`src/rtl/escalonador_medidas_if.sv`:
```
// Signal bundle between the measurement scheduler and the robot's control,
// sensor and serial-TX datapath.
interface escalonador_medidas_if;
   logic        ligar;
   logic        parar;
   logic        pronto_med;
   logic [11:0] medida;
   logic        pronto_tx;
   logic [1:0]  sel_sensor;
   logic        medir;
   logic        partida_tx;
   logic [6:0]  dado_tx;
   logic [11:0] medida1;
   logic [11:0] medida2;
   logic [11:0] medida3;
   logic [2:0]  erro;
   logic        pronto;
   logic [3:0]  db_estado;

   modport master (
      input  ligar, parar, pronto_med, medida, pronto_tx,
      output sel_sensor, medir, partida_tx, dado_tx,
             medida1, medida2, medida3, erro, pronto, db_estado
   );

   modport slave (
      output ligar, parar, pronto_med, medida, pronto_tx,
      input  sel_sensor, medir, partida_tx, dado_tx,
             medida1, medida2, medida3, erro, pronto, db_estado
   );
endinterface

```
`src/rtl/escalonador_medidas.sv`:
```
// Round-robin scheduler: measures three ultrasonic sensors with one shared
// engine, then sends the results as the 12-character frame "ddd,ddd,ddd#".
module escalonador_medidas #(
   parameter int TIMEOUT   = 3000000,
   parameter int INTERVALO = 5000000
) (
   input logic                   clock,
   input logic                   reset,
   escalonador_medidas_if.master bus
);

   typedef enum logic [3:0] {
      INICIAL     = 4'd0,
      PREPARA     = 4'd1,
      MEDE        = 4'd2,
      ESPERA_MED  = 4'd3,
      PROX_SENSOR = 4'd4,
      TRANSMITE   = 4'd5,
      ESPERA_TX   = 4'd6,
      FIM         = 4'd7,
      AGUARDA     = 4'd8
   } estado_t;

   localparam int CMAX = (TIMEOUT > INTERVALO) ? TIMEOUT : INTERVALO;
   localparam int CW   = $clog2(CMAX + 1);
   localparam logic [CW-1:0] ULTIMO_TO  = CW'(TIMEOUT - 1);
   localparam logic [CW-1:0] ULTIMO_INT = CW'(INTERVALO - 1);

   estado_t       estado_q, estado_d;
   logic [1:0]    idx_q, idx_d;
   logic [3:0]    k_q, k_d;
   logic [CW-1:0] cnt_q, cnt_d;
   logic [11:0]   medida_q [3];
   logic [11:0]   medida_d [3];
   logic [2:0]    erro_q, erro_d;
   logic [6:0]    dado_q, dado_d;
   logic          parar_q, parar_d;

   // Character k of the frame: sensor k/4, position k%4 (three digits then a separator).
   function automatic logic [6:0] caractere(input logic [3:0] k, input logic [11:0] m0,
                                            input logic [11:0] m1, input logic [11:0] m2);
      logic [11:0] m;
      logic [3:0]  nib;
      case (k[3:2])
         2'd0:    m = m0;
         2'd1:    m = m1;
         default: m = m2;
      endcase
      case (k[1:0])
         2'd0:    nib = m[11:8];
         2'd1:    nib = m[7:4];
         default: nib = m[3:0];
      endcase
      if (k[1:0] == 2'd3) return (k[3:2] == 2'd2) ? 7'h23 : 7'h2C;
      if (nib > 4'd9) return 7'h3F;
      return 7'h30 + {3'b000, nib};
   endfunction

   always_ff @(posedge clock or posedge reset) begin
      if (reset) begin
         estado_q <= INICIAL;
         idx_q    <= '0;
         k_q      <= '0;
         cnt_q    <= '0;
         erro_q   <= '0;
         dado_q   <= '0;
         parar_q  <= 1'b0;
         // NOTE: only three result words, so resetting them as flops is cheap and keeps outputs defined.
         for (int i = 0; i < 3; i++) medida_q[i] <= '0;
      end else begin
         // NOTE: non-blocking so every register samples the values from before this edge.
         estado_q <= estado_d;
         idx_q    <= idx_d;
         k_q      <= k_d;
         cnt_q    <= cnt_d;
         erro_q   <= erro_d;
         dado_q   <= dado_d;
         parar_q  <= parar_d;
         medida_q <= medida_d;
      end
   end

   always_comb begin
      estado_d = estado_q;
      case (estado_q)
         INICIAL:     if (bus.ligar) estado_d = PREPARA;
         PREPARA:     estado_d = MEDE;
         MEDE:        estado_d = ESPERA_MED;
         ESPERA_MED:  if (bus.pronto_med || cnt_q == ULTIMO_TO) estado_d = PROX_SENSOR;
         PROX_SENSOR: estado_d = (idx_q == 2'd2) ? TRANSMITE : MEDE;
         TRANSMITE:   estado_d = ESPERA_TX;
         ESPERA_TX:   if (bus.pronto_tx) estado_d = (k_q == 4'd11) ? FIM : TRANSMITE;
         FIM:         estado_d = parar_q ? INICIAL : AGUARDA;
         AGUARDA:     if (cnt_q == ULTIMO_INT) estado_d = PREPARA;
         default:     estado_d = INICIAL;
      endcase
   end

   always_comb begin
      // NOTE: every target gets a default first so no path leaves a latch behind.
      idx_d    = idx_q;
      k_d      = k_q;
      cnt_d    = '0;
      medida_d = medida_q;
      erro_d   = erro_q;
      dado_d   = dado_q;
      parar_d  = parar_q | bus.parar;

      case (estado_q)
         ESPERA_MED: begin
            cnt_d = cnt_q + 1'b1;
            if (bus.pronto_med) begin
               medida_d[idx_q] = bus.medida;
               erro_d[idx_q]   = 1'b0;
            end else if (cnt_q == ULTIMO_TO) begin
               medida_d[idx_q] = 12'hFFF;
               erro_d[idx_q]   = 1'b1;
            end
         end
         AGUARDA:     cnt_d = cnt_q + 1'b1;
         PROX_SENSOR: if (idx_q != 2'd2) idx_d = idx_q + 2'd1; else k_d = '0;
         ESPERA_TX:   if (bus.pronto_tx && k_q != 4'd11) k_d = k_q + 4'd1;
         default:     ;
      endcase

      if (estado_d == PREPARA) idx_d = '0;
      if (estado_q == INICIAL || estado_d == INICIAL) parar_d = 1'b0;
      // Character is frozen on entry to TRANSMITE and held through ESPERA_TX.
      if (estado_d == TRANSMITE && estado_q != TRANSMITE)
         dado_d = caractere(k_d, medida_q[0], medida_q[1], medida_q[2]);
   end

   always_comb begin
      bus.medir      = (estado_q == MEDE);
      bus.partida_tx = (estado_q == TRANSMITE);
      bus.pronto     = (estado_q == FIM);
      bus.sel_sensor = idx_q;
      bus.dado_tx    = dado_q;
      bus.medida1    = medida_q[0];
      bus.medida2    = medida_q[1];
      bus.medida3    = medida_q[2];
      bus.erro       = erro_q;
      bus.db_estado  = estado_q;
   end

endmodule

```
`src/flat_wrapper.sv`:
```
// flat-port wrapper written by rule: the top's interface ports become plain ports
module escalonador_medidas_flat 
#(
   parameter int TIMEOUT   = 3000000,
   parameter int INTERVALO = 5000000
)
  (clock, reset, bus_ligar, bus_parar, bus_pronto_med, bus_medida, bus_pronto_tx, bus_sel_sensor, bus_medir, bus_partida_tx, bus_dado_tx, bus_medida1, bus_medida2, bus_medida3, bus_erro, bus_pronto, bus_db_estado);
  escalonador_medidas_if bus_i ();
  input logic clock;
  input logic reset;
  input wire logic [$bits(bus_i.ligar)-1:0] bus_ligar;
  input wire logic [$bits(bus_i.parar)-1:0] bus_parar;
  input wire logic [$bits(bus_i.pronto_med)-1:0] bus_pronto_med;
  input wire logic [$bits(bus_i.medida)-1:0] bus_medida;
  input wire logic [$bits(bus_i.pronto_tx)-1:0] bus_pronto_tx;
  output wire logic [$bits(bus_i.sel_sensor)-1:0] bus_sel_sensor;
  output wire logic [$bits(bus_i.medir)-1:0] bus_medir;
  output wire logic [$bits(bus_i.partida_tx)-1:0] bus_partida_tx;
  output wire logic [$bits(bus_i.dado_tx)-1:0] bus_dado_tx;
  output wire logic [$bits(bus_i.medida1)-1:0] bus_medida1;
  output wire logic [$bits(bus_i.medida2)-1:0] bus_medida2;
  output wire logic [$bits(bus_i.medida3)-1:0] bus_medida3;
  output wire logic [$bits(bus_i.erro)-1:0] bus_erro;
  output wire logic [$bits(bus_i.pronto)-1:0] bus_pronto;
  output wire logic [$bits(bus_i.db_estado)-1:0] bus_db_estado;
  assign bus_i.ligar = bus_ligar;
  assign bus_i.parar = bus_parar;
  assign bus_i.pronto_med = bus_pronto_med;
  assign bus_i.medida = bus_medida;
  assign bus_i.pronto_tx = bus_pronto_tx;
  assign bus_sel_sensor = bus_i.sel_sensor;
  assign bus_medir = bus_i.medir;
  assign bus_partida_tx = bus_i.partida_tx;
  assign bus_dado_tx = bus_i.dado_tx;
  assign bus_medida1 = bus_i.medida1;
  assign bus_medida2 = bus_i.medida2;
  assign bus_medida3 = bus_i.medida3;
  assign bus_erro = bus_i.erro;
  assign bus_pronto = bus_i.pronto;
  assign bus_db_estado = bus_i.db_estado;
  escalonador_medidas #(.TIMEOUT(TIMEOUT), .INTERVALO(INTERVALO)) u_core (.clock(clock), .reset(reset), .bus(bus_i));
endmodule
```
`config.mk`:
```
export PLATFORM = sky130hd
export DESIGN_NAME = escalonador_medidas_flat
export DESIGN_NICKNAME = d
export VERILOG_FILES = /design/src/rtl/escalonador_medidas_if.sv /design/src/rtl/escalonador_medidas.sv /design/src/flat_wrapper.sv
export SDC_FILE = /design/constraint.sdc
export NUM_CORES = 1
export LEC_CHECK = 0
export CAP_MARGIN = 20
export CORE_ASPECT_RATIO = 0.8
export CORE_UTILIZATION = 49
export CTS_BUF_LIST = sky130_fd_sc_hd__clkbuf_4 sky130_fd_sc_hd__clkbuf_8
export CTS_CLUSTER_DIAMETER = 200
export CTS_CLUSTER_SIZE = 25
export DETAILED_ROUTE_END_ITERATION = 7
export MAX_ROUTING_LAYER = met4
export PLACE_DENSITY = 0.86
export SLEW_MARGIN = 10
export SYNTH_ARGS = -nofsm -noshare
export SYNTH_HDL_FRONTEND = slang
export SYNTH_SLANG_ARGS = --single-unit
```
`constraint.sdc`:
```
create_clock -name clock -period 2.6 [get_ports clock]
set_input_delay 0.52 -clock clock [delete_from_list [all_inputs] [get_ports clock]]
set_output_delay 0.52 -clock clock [all_outputs]
set_load 0.02 [all_outputs]
```
==> results.sh, run 1 <==
export IMPL_outcome="complete, but fails checks"
export IMPL_violations="setup timing"
export IMPL_hold_violations=0
export IMPL_hold_buffers=0
export IMPL_endpoint_kind="flop"
export IMPL_pre_cts_ws_ns=-0.399
export IMPL_clock_skew_ns=0.0194
export IMPL_rr_worst_depth=8
export IMPL_syn_instance_count=380
export IMPL_cts_clk_slew_worst_paths_ns=0.10
export IMPL_dp_cells=583
export IMPL_yosysSeqAreaShare=0.491
export IMPL_grt_max_degree=40
export IMPL_vias_per_cell=5.60
export IMPL_final_net_count=510
export IMPL_io_buffer_count=71
export IMPL_ctsRootBufferMaster="clkbuf_8"
export IMPL_regArea_um2=1980
export IMPL_r2r_start="u_core.bus.db_estado[0]"
export IMPL_syn_area_um2=4030
export IMPL_setup_viol=2
export IMPL_ys_warn_count=0
export IMPL_diodes=0
export IMPL_synth_edf_count=0
export IMPL_post_route_period_util=1.02
export IMPL_final_area_um2=5430
export IMPL_worst_slack_ns=-0.0521
export IMPL_wirelength_um=10500
export IMPL_min_path_type="in -> async"
export IMPL_fin_setup_tns_ns=-0.0718
export IMPL_peakVddDrop_uv=620
export IMPL_criticalPathCategory="reg -> reg"
export IMPL_clock_sinks=79
export IMPL_timing_critical_path_from="u_core.bus.db_estado[0]"
export IMPL_antenna_found_initial=0
export IMPL_crit_end="u_core.bus.dado_tx[1]"
export IMPL_p_leak_nw=2.35
export IMPL_powerDensity_nw_per_um2=1180
export IMPL_ios=73
export IMPL_startpoint_type="flop"
export IMPL_die_h_um=83.1
export IMPL_yosys_most_used_dff="dfrtp_1"
export IMPL_die_area_um2=8590
export IMPL_rows=29
export IMPL_htreeDepth=3
export IMPL_vias=3360
export IMPL_multi_input_area_um2=1970
export IMPL_post_drt_wl_per_cell_um=17.5
export IMPL_ys_ff_latch=79
export IMPL_ys_async_sr_fraction=1.00
export IMPL_place_gp_congestion=0.903
export IMPL_reg2reg_to="u_core.bus.dado_tx[1]"
export IMPL_insertion_delay_ns=0.37
export IMPL_dr_first_iter_drc_count=240
export IMPL_grt_overflow_total=0
export IMPL_drv_cap=0
export IMPL_numCtsBuffers=9
export IMPL_num_fill_cells=559
export IMPL_die_x_um=103
export IMPL_drt_pass1_iterations=5
export IMPL_grt_pass1_vias=3445
export IMPL_fmax_mhz=377
export IMPL_syn_mean_instance_area_um2=10.6
export IMPL_stdcell_count=600
export IMPL_period_minus_slack_ns=2.65
export IMPL_drtAntennaViolNets=0
export IMPL_worst_pin_slew_ns=0.767
export IMPL_drive_gt1_frac=0.169
export IMPL_area_growth_pct=34.8
export IMPL_place_hpwl_um=7430
export IMPL_grt_setup_unrepaired="yes"
export IMPL_crit_required_ns=2.85
export IMPL_cts_buffer_depth=2
export IMPL_route_detailed_drc=0
export IMPL_slew_viol_final=0
export IMPL_syn_nets=403
export IMPL_r2r_setup_slack_ns=-0.05
export IMPL_maxSlewHeadroom=0.489
export IMPL_cts_tree="yes"
export IMPL_post_dp_cell_area_um2=5140
export IMPL_start_util=0.507
export IMPL_synth_cell_type_count=58
export IMPL_coreArea_um2=7950
export IMPL_grt_usage=0.282
export IMPL_grt_pass1_wl_um=17700
export IMPL_arrival_ns=2.90
export IMPL_worst_path_max_fanout=6
-- timing repair --
action / CTS / global route
setup buffers: 1 / 0
setup endpoints to repair: 5 / 41
pin swaps: 7 / 5
endpoints found under the hold margin: 0 / 0
resized for setup: 14 / 6
-- Yosys cell counts (all sizes together), types with 3 or more instances --
library cell | count | area [µm²]
or4b | 4 | 40.0
nor3 | 3 | 15.0
and3 | 4 | 25.0
inv | 12 | 45.0
clkbuf | 6 | 22.5
o21ai | 14 | 73.8
mux2i | 9 | 90.1
nand3 | 19 | 100
nor2b | 3 | 18.8
buf | 12 | 85.1
mux2 | 40 | 450
nand4 | 6 | 37.5
nand2b | 13 | 81.3
xnor2 | 6 | 52.6
o211ai | 3 | 22.5
or3 | 9 | 56.3
nand2 | 26 | 97.6
o22ai | 3 | 18.8
a21oi | 14 | 70.1
nor2 | 43 | 161
dfrtp | 79 | 1980
ha | 5 | 62.6
xor2 | 12 | 105
-- metrics by stage --
stage / total power [mW] / utilization / hold WS (ns)
2_1_floorplan: 3.78 / - / 0.455
3_3_place_gp: 5.16 / 0.646 / 0.457
3_5_place_dp: 5.28 / 0.646 / 0.461
4_1_cts: 6.35 / 0.680 / 0.451
5_1_grt: 6.75 / 0.683 / 0.473
6_report: 6.40 / 0.683 / 0.453
-- flip-flops by register name (all words and copies together), names as in the netlist, named ones only --
signal	count
u_core.k_q	4
u_core.bus.sel_sensor	2
u_core.bus.db_estado	4
u_core.cnt_q	23
u_core.bus.medida3	12
u_core.bus.medida1	12
u_core.bus.medida2	12
u_core.parar_q	1
u_core.bus.dado_tx	6
-- final cells by class --
| cell class | count | share of cell area |
|---|---|---|
| Inverter | 13 | 0.0106 |
| Sequential cell | 79 | 0.364 |
| Tap cell | 108 | 0.0249 |
| Timing Repair Buffer | 114 | 0.201 |
| Clock buffer | 9 | 0.0228 |
| Clock inverter | 7 | 0.0134 |
| Multi-Input combinational cell | 270 | 0.363 |
-- layout by cell type, fill, tap and decap left out, types with 4 or more instances in the layout --
master	Yosys	layout
buf_4	1	38
or4b_1	4	4
nand2_1	26	26
buf_12	0	4
a21oi_1	14	14
clkbuf_8	0	9
nand2b_1	13	13
dfrtp_1	79	78
nand3_1	18	18
nor2_1	43	42
nand4_1	6	6
o21ai_0	7	6
mux2i_1	9	9
inv_1	12	11
clkdlybuf4s50_1	0	70
xor2_1	12	12
xnor2_1	6	6
ha_1	5	4
mux2_1	36	36
o21ai_1	6	7
or3_1	9	9
-- power by group --
part / switching [mW] / internal [mW] / leakage [nW]
clock network: 0.538 / 0.378 / 0.0974
logic: 1.78 / 1.69 / 1.26
registers: 0.387 / 1.63 / 0.993
total: 2.70 / 3.70 / 2.35
-- routing by layer --
| layer | vias up | GRT usage | wire, µm |
|---|---|---|---|
| met5 | - | - | 0 |
| met4 | 0 | 0.0845 | 198 |
| met3 | 20 | 0.0572 | 519 |
| met2 | 115 | 0.421 | 5120 |
| met1 | 1671 | 0.388 | 4690 |
| li1 | 1554 | - | - |
-- cells by family (layout without fill, tap and decap cells) --
family                   count (synthesis)  count (layout)  synth area share
AND/OR/NAND/NOR                        141             141             0.180
buffers and inverters                   31             143            0.0401
XOR/XNOR                                18              18            0.0391
multiplexers                            51              51             0.146
other                                    1               1          0.000931
AO/OA/AOI/OAI                           54              54            0.0876
flip-flops                              79              79             0.491
adder cells (fa/ha/maj)                  5               5            0.0155
-- worst min-delay path by stage --
stage	startpoint	to	slack, ns	depth (start not counted)
final	reset	u_core.cnt_q[12]	0.45	2
after global routing	reset	u_core.cnt_q[12]	0.47	2
after CTS	reset	u_core.cnt_q[12]	0.45	2
after detailed placement	u_core.bus.dado_tx[5]	u_core.bus.dado_tx[5]	0.46	1
after global placement	u_core.bus.dado_tx[5]	u_core.bus.dado_tx[5]	0.46	1
after floorplan	u_core.cnt_q[0]	u_core.cnt_q[0]	0.46	1
-- worst max-delay path, cell delays in order, from the launching register on --
cell and delay [ns]:
dfrtp_1 0.41, or3b_4 0.44, o21ai_4 0.17, nand3_4 0.15
mux2_4 0.32, mux4_2 0.48, o21a_4 0.24, a221oi_2 0.24
o22ai_1 0.09
Power figures use the tool's default switching activity.
==> run 2, diff against run 1 <==
PLACE_DENSITY = 0.78   (was 0.86)
==> run 2 against run 1 <==
First-iteration DRC count decreased by 20%. Worst setup slack improved by 0.015 ns. Non-clock buffer count increased by 5. Cell count increased by 0.83%. Wire length decreased by 3.3%. Clock power increased by 9%. Sequential cell count unchanged. Utilization increased by 1.0 points. Critical path type unchanged. Fmax increased by 0.55%. The run ends with DRC, setup timing left. Clock skew decreased by 0.0053 ns.
==> results.sh, run 2 (synthesis results as in run 1) <==
export IMPL_insertion_delay_ns=0.36
export IMPL_worst_slack_ns=-0.0376
export IMPL_setup_viol=3
export IMPL_final_common_cell="dfrtp_1"
export IMPL_seq_power_share=0.309
export IMPL_ios=73
export IMPL_grt_pass1_vias=3224
export IMPL_route_detailed_drc=5
export IMPL_p_comb_frac=0.538
export IMPL_endpoint_kind="flop"
export IMPL_startpoint_type="flop"
export IMPL_ctsRootBufferMaster="clkbuf_8"
export IMPL_drt_pass1_iterations=6
export IMPL_timing_critical_path_from="u_core.bus.db_estado[3]"
export IMPL_peakVddDrop_uv=857
export IMPL_powerDensity_nw_per_um2=1190
export IMPL_slew_viol_final=0
export IMPL_vias_per_cell=5.45
export IMPL_coreArea_um2=7950
export IMPL_worst_pin_slew_ns=0.753
export IMPL_grt_max_degree=43
export IMPL_p_leak_nw=2.39
export IMPL_post_route_period_util=1.01
export IMPL_top_register="u_core.cnt_q"
export IMPL_hold_slack_ns=0.476
export IMPL_crit_required_ns=2.84
export IMPL_io_buffer_count=71
export IMPL_grt_overflow_total=0
export IMPL_vias=3296
export IMPL_clock_sinks=79
export IMPL_die_area_um2=8590
export IMPL_diodes=0
export IMPL_place_hpwl_um=7170
export IMPL_final_net_count=515
export IMPL_dr_first_iter_drc_count=191
export IMPL_cts_clk_slew_worst_paths_ns=0.09
export IMPL_htreeDepth=3
export IMPL_num_fill_cells=581
export IMPL_area_growth_pct=36.9
export IMPL_fmax_mhz=379
export IMPL_violations="DRC, setup timing"
export IMPL_place_gp_congestion=0.891
export IMPL_final_cell_mix="78 x dfrtp_1, 71 x clkdlybuf4s50_1, 42 x buf_4, 41 x nor2_1, 36 x mux2_1"
export IMPL_largest_reg_flops=23
export IMPL_grt_usage=0.259
export IMPL_criticalPathCategory="reg -> reg"
export IMPL_post_drt_wl_per_cell_um=16.8
export IMPL_dp_cells=585
export IMPL_p_int_mw=3.88
export IMPL_numCtsBuffers=9
export IMPL_outcome="complete, but fails checks"
export IMPL_clkPwrFrac=0.153
export IMPL_grt_setup_unrepaired="yes"
export IMPL_stdcell_count=605
export IMPL_grt_pass1_wl_um=16400
export IMPL_r2r_setup_slack_ns=-0.04
export IMPL_drive_gt1_frac=0.183
export IMPL_arrival_ns=2.88
export IMPL_min_path_type="reg -> reg"
export IMPL_die_x_um=103
export IMPL_drtAntennaViolNets=0
export IMPL_antenna_found_initial=0
export IMPL_crit_end="u_core.bus.dado_tx[1]"
export IMPL_rr_worst_depth=9
export IMPL_netSwitchingFraction=0.408
export IMPL_switchingPower_mw=2.68
export IMPL_clock_skew_ns=0.0141
export IMPL_wirelength_um=10200
export IMPL_maxSlewHeadroom=0.498
export IMPL_start_util=0.507
export IMPL_drv_cap=0
export IMPL_cts_tree="yes"
export IMPL_reg2reg_to="u_core.bus.dado_tx[1]"
export IMPL_worst_path_max_fanout=4
export IMPL_r2r_start="u_core.bus.db_estado[3]"
export IMPL_rows=29
export IMPL_period_minus_slack_ns=2.64
export IMPL_hold_violations=0
export IMPL_cts_buffer_depth=2
export IMPL_hold_buffers=0
export IMPL_min_path_cells=1
export IMPL_die_h_um=83.1
export IMPL_pre_cts_ws_ns=-0.381
==> run 2: changes by cell type in the layout (fill, tap and decap cells not counted), sizes merged <==
cell / change
bufinv: +1
clkdlybuf4s50: +1
buf: +5
dlymetal6s2s: -1
clkinvlp: -1
==> run 2: area by class of cell <==
cell class,instances,area [µm²],share of cell area
clock buffer,9,124,0.0225
inverter,13,57.6,0.0104
clock inverter,7,95.1,0.0172
timing repair buffer,119,1140,0.206
multi-input combinational,270,1990,0.360
sequential,79,1980,0.359
tap,108,135,0.0245
==> run 2: power by group through the flow <==
stage	logic, mW	clock network [mW]	registers [mW]
2_1_floorplan	1.41	0	2.37
3_3_place_gp	3.19	0	2.01
3_5_place_dp	3.27	0	2.02
4_1_cts	3.41	1.03	2.01
5_1_grt	3.78	1.08	2.07
6_report	3.53	1.00	2.03
==> run 2: per-layer routing <==
layer | share of wire | vias up | track usage
met5 | 0 | - | -
met4 | 0.016 | 0 | 0.0832
met3 | 0.043 | 16 | 0.0530
met2 | 0.45 | 98 | 0.367
met1 | 0.49 | 1613 | 0.373
li1 | - | 1569 | -
==> run 2: how the worst min path moves through the flow <==
stage                           from                    end  slack [ns]
6_report       u_core.bus.dado_tx[5]  u_core.bus.dado_tx[5]        0.48
5_1_grt        u_core.bus.dado_tx[5]  u_core.bus.dado_tx[5]        0.51
4_1_cts        u_core.bus.dado_tx[5]  u_core.bus.dado_tx[5]        0.48
3_5_place_dp   u_core.bus.dado_tx[5]  u_core.bus.dado_tx[5]        0.46
3_3_place_gp   u_core.bus.dado_tx[5]  u_core.bus.dado_tx[5]        0.45
2_1_floorplan        u_core.cnt_q[0]        u_core.cnt_q[0]        0.46
==> run 2: what timing repair did <==
item / 4_1_cts / 5_1_grt
endpoints found under the setup margin: 39 / 40
pin swaps: 7 / 3
buffers inserted: 2 / 2
gates resized for setup: 12 / 13
==> run 2: critical path, stage by stage (launching register included) <==
cell and delay, ns:
dfrtp_2 0.41, or3b_4 0.43, o21ai_4 0.15, nand3_4 0.13, buf_12 0.16, mux2_4 0.28
mux4_2 0.48, o21a_4 0.23, a221oi_2 0.17, o22ai_1 0.09
==> run 2: through the flow <==
stage / cell area, µm² / total power, mW / utilization / TNS [ns]
finish: 5510 / 6.56 / 0.694 / -0.0567
global route: 5510 / 6.94 / 0.694 / -0.282
CTS: 5440 / 6.45 / 0.685 / -0.0507
detailed placement: 5150 / 5.29 / 0.648 / -1.30
global placement: 5150 / 5.19 / 0.648 / -1.07
floorplan: 4030 / 3.78 / - / -0.315
==> run 3, diff against run 2 <==
REMOVE_ABC_BUFFERS = 1   (was default)
==> run 3 against run 2 <==
The run ends with setup timing left. Sequential cell count did not move. Combinational power barely moved. Utilization fell by 1.4 points. Sequential power barely moved. Via count rose by 0.76%. Cell count fell by 0.66%. Worst setup slack got worse by 0.0046 ns. Total power fell by 2.2%. Critical path type unchanged. Critical endpoint unchanged. Largest cell class unchanged. Largest power group unchanged.
==> results.sh, run 3 (synthesis results as in run 1) <==
export IMPL_cts_clk_slew_worst_paths_ns=0.09
export IMPL_cts_buffer_depth=2
export IMPL_final_cell_mix="79 x dfrtp_1, 70 x clkdlybuf4s50_1, 41 x buf_4, 40 x nor2_1, 36 x mux2_1"
export IMPL_coreArea_um2=7950
export IMPL_fmax_mhz=378
export IMPL_dp_cells=583
export IMPL_die_x_um=103
export IMPL_startpoint_type="flop"
export IMPL_p_leak_nw=2.33
export IMPL_ctsRootBufferMaster="clkbuf_8"
export IMPL_diodes=0
export IMPL_min_path_type="in -> async"
export IMPL_grt_overflow_total=0
export IMPL_insertion_delay_ns=0.36
export IMPL_utilization=0.680
export IMPL_final_common_cell="dfrtp_1"
export IMPL_maxSlewHeadroom=0.503
export IMPL_setup_viol=2
export IMPL_post_route_period_util=1.02
export IMPL_pre_cts_ws_ns=-0.368
export IMPL_worst_path_max_fanout=7
export IMPL_worst_slack_ns=-0.0422
export IMPL_crit_required_ns=2.84
export IMPL_grt_max_degree=67
export IMPL_hold_slack_ns=0.421
export IMPL_drive_gt1_frac=0.178
export IMPL_endpoint_kind="flop"
export IMPL_area_growth_pct=34.2
export IMPL_place_hpwl_um=7300
export IMPL_grt_usage=0.261
export IMPL_ios=73
export IMPL_worst_pin_slew_ns=0.746
export IMPL_outcome="complete, but fails checks"
export IMPL_wirelength_um=10300
export IMPL_dr_first_iter_drc_count=217
export IMPL_hold_violations=0
export IMPL_numCtsBuffers=9
export IMPL_powerDensity_nw_per_um2=1190
export IMPL_vias_per_cell=5.53
export IMPL_start_util=0.507
export IMPL_top_register="u_core.cnt_q"
export IMPL_peakVddDrop_uv=707
export IMPL_final_net_count=511
export IMPL_place_gp_congestion=0.861
export IMPL_period_minus_slack_ns=2.64
export IMPL_criticalPathCategory="reg -> reg"
export IMPL_die_h_um=83.1
export IMPL_antenna_found_initial=0
export IMPL_clock_skew_ns=0.00920
export IMPL_post_drt_wl_per_cell_um=17.1
export IMPL_drt_pass1_iterations=5
export IMPL_violations="setup timing"
export IMPL_drv_cap=0
export IMPL_vias=3321
export IMPL_slew_viol_final=0
export IMPL_io_buffer_count=71
export IMPL_grt_setup_unrepaired="yes"
export IMPL_die_area_um2=8590
export IMPL_rows=29
export IMPL_largest_reg_flops=23
export IMPL_r2r_setup_slack_ns=-0.04
export IMPL_total_power_mw=6.42
export IMPL_clock_sinks=79
export IMPL_cts_tree="yes"
export IMPL_grt_pass1_wl_um=16500
export IMPL_stdcell_count=601
export IMPL_hold_buffers=0
export IMPL_route_detailed_drc=0
export IMPL_grt_pass1_vias=3212
export IMPL_drtAntennaViolNets=0
export IMPL_htreeDepth=3
export IMPL_arrival_ns=2.88
[run 3: cell count changes in the layout (fill, tap and decap cells not counted), sizes merged]
| cell | delta |
|---|---|
| buf | -4 |
| bufinv | -1 |
| clkdlybuf4s50 | -1 |
| clkinv | +1 |
| clkinvlp | -1 |
| dlymetal6s2s | +1 |
| inv | +1 |
[run 3: path summary, 6_finish.rpt]
check,start,to,depth (start not counted)
setup / recovery,u_core.bus.db_estado[3],u_core.bus.dado_tx[1],10
hold / removal,reset,asynchronous set/reset pin,2
setup reg to reg,u_core.bus.db_estado[3],u_core.bus.dado_tx[1],10
hold reg to reg,u_core.bus.dado_tx[5],u_core.bus.dado_tx[5],1
max in group asynchronous,reset,u_core.k_q[0],3
min in group clock,u_core.bus.dado_tx[5],u_core.bus.dado_tx[5],1
[run 3: layer usage]
metal	vias to the layer above	wire length, µm	global-route usage
li1	1557	-	-
met1	1646	4990	0.390
met2	112	4700	0.368
met3	6	521	0.0471
met4	0	68	0.0653
met5	-	0	-
[run 3: worst max-delay path, cell delays in order (launching register included)]
cell and delay (ns):
dfrtp_1 0.41, or3b_4 0.44, o21ai_4 0.15, nand3_4 0.15, buf_4 0.17, buf_4 0.16, mux2i_2 0.21, a211oi_1 0.11
o31a_1 0.36, a221oi_2 0.27, o22ai_1 0.09
[run 3: power by group]
group	internal (mW)	total, mW	switching (mW)	leakage [nW]
Combinational	1.72	3.52	1.79	1.24
Sequential	1.63	2.02	0.388	0.995
Clock	0.370	0.882	0.512	0.0971
[run 3: through the flow]
| step | setup TNS, ns | instance area (µm²) |
|---|---|---|
| 2_1_floorplan | -1.36 | 3920 |
| 3_3_place_gp | -1.00 | 5110 |
| 3_5_place_dp | -1.27 | 5110 |
| 4_1_cts | -0.0370 | 5350 |
| 5_1_grt | -0.409 | 5410 |
| 6_report | -0.0605 | 5410 |
[run 3: cell type report]
type / count / area (µm²)
Inverter: 13 / 53.8
Clock buffer: 9 / 124
Timing Repair Buffer: 115 / 1070
Tap cell: 108 / 135
Multi-Input combinational cell: 270 / 1980
Fill cell: 596 / 2540
Sequential cell: 79 / 1980
Clock inverter: 7 / 63.8
[run 3: repair_timing]
item                                    CTS  global route
pin swaps                                 7             3
buffers inserted                          1             1
endpoints found under the setup margin    8            34
gates resized for setup                  12            12
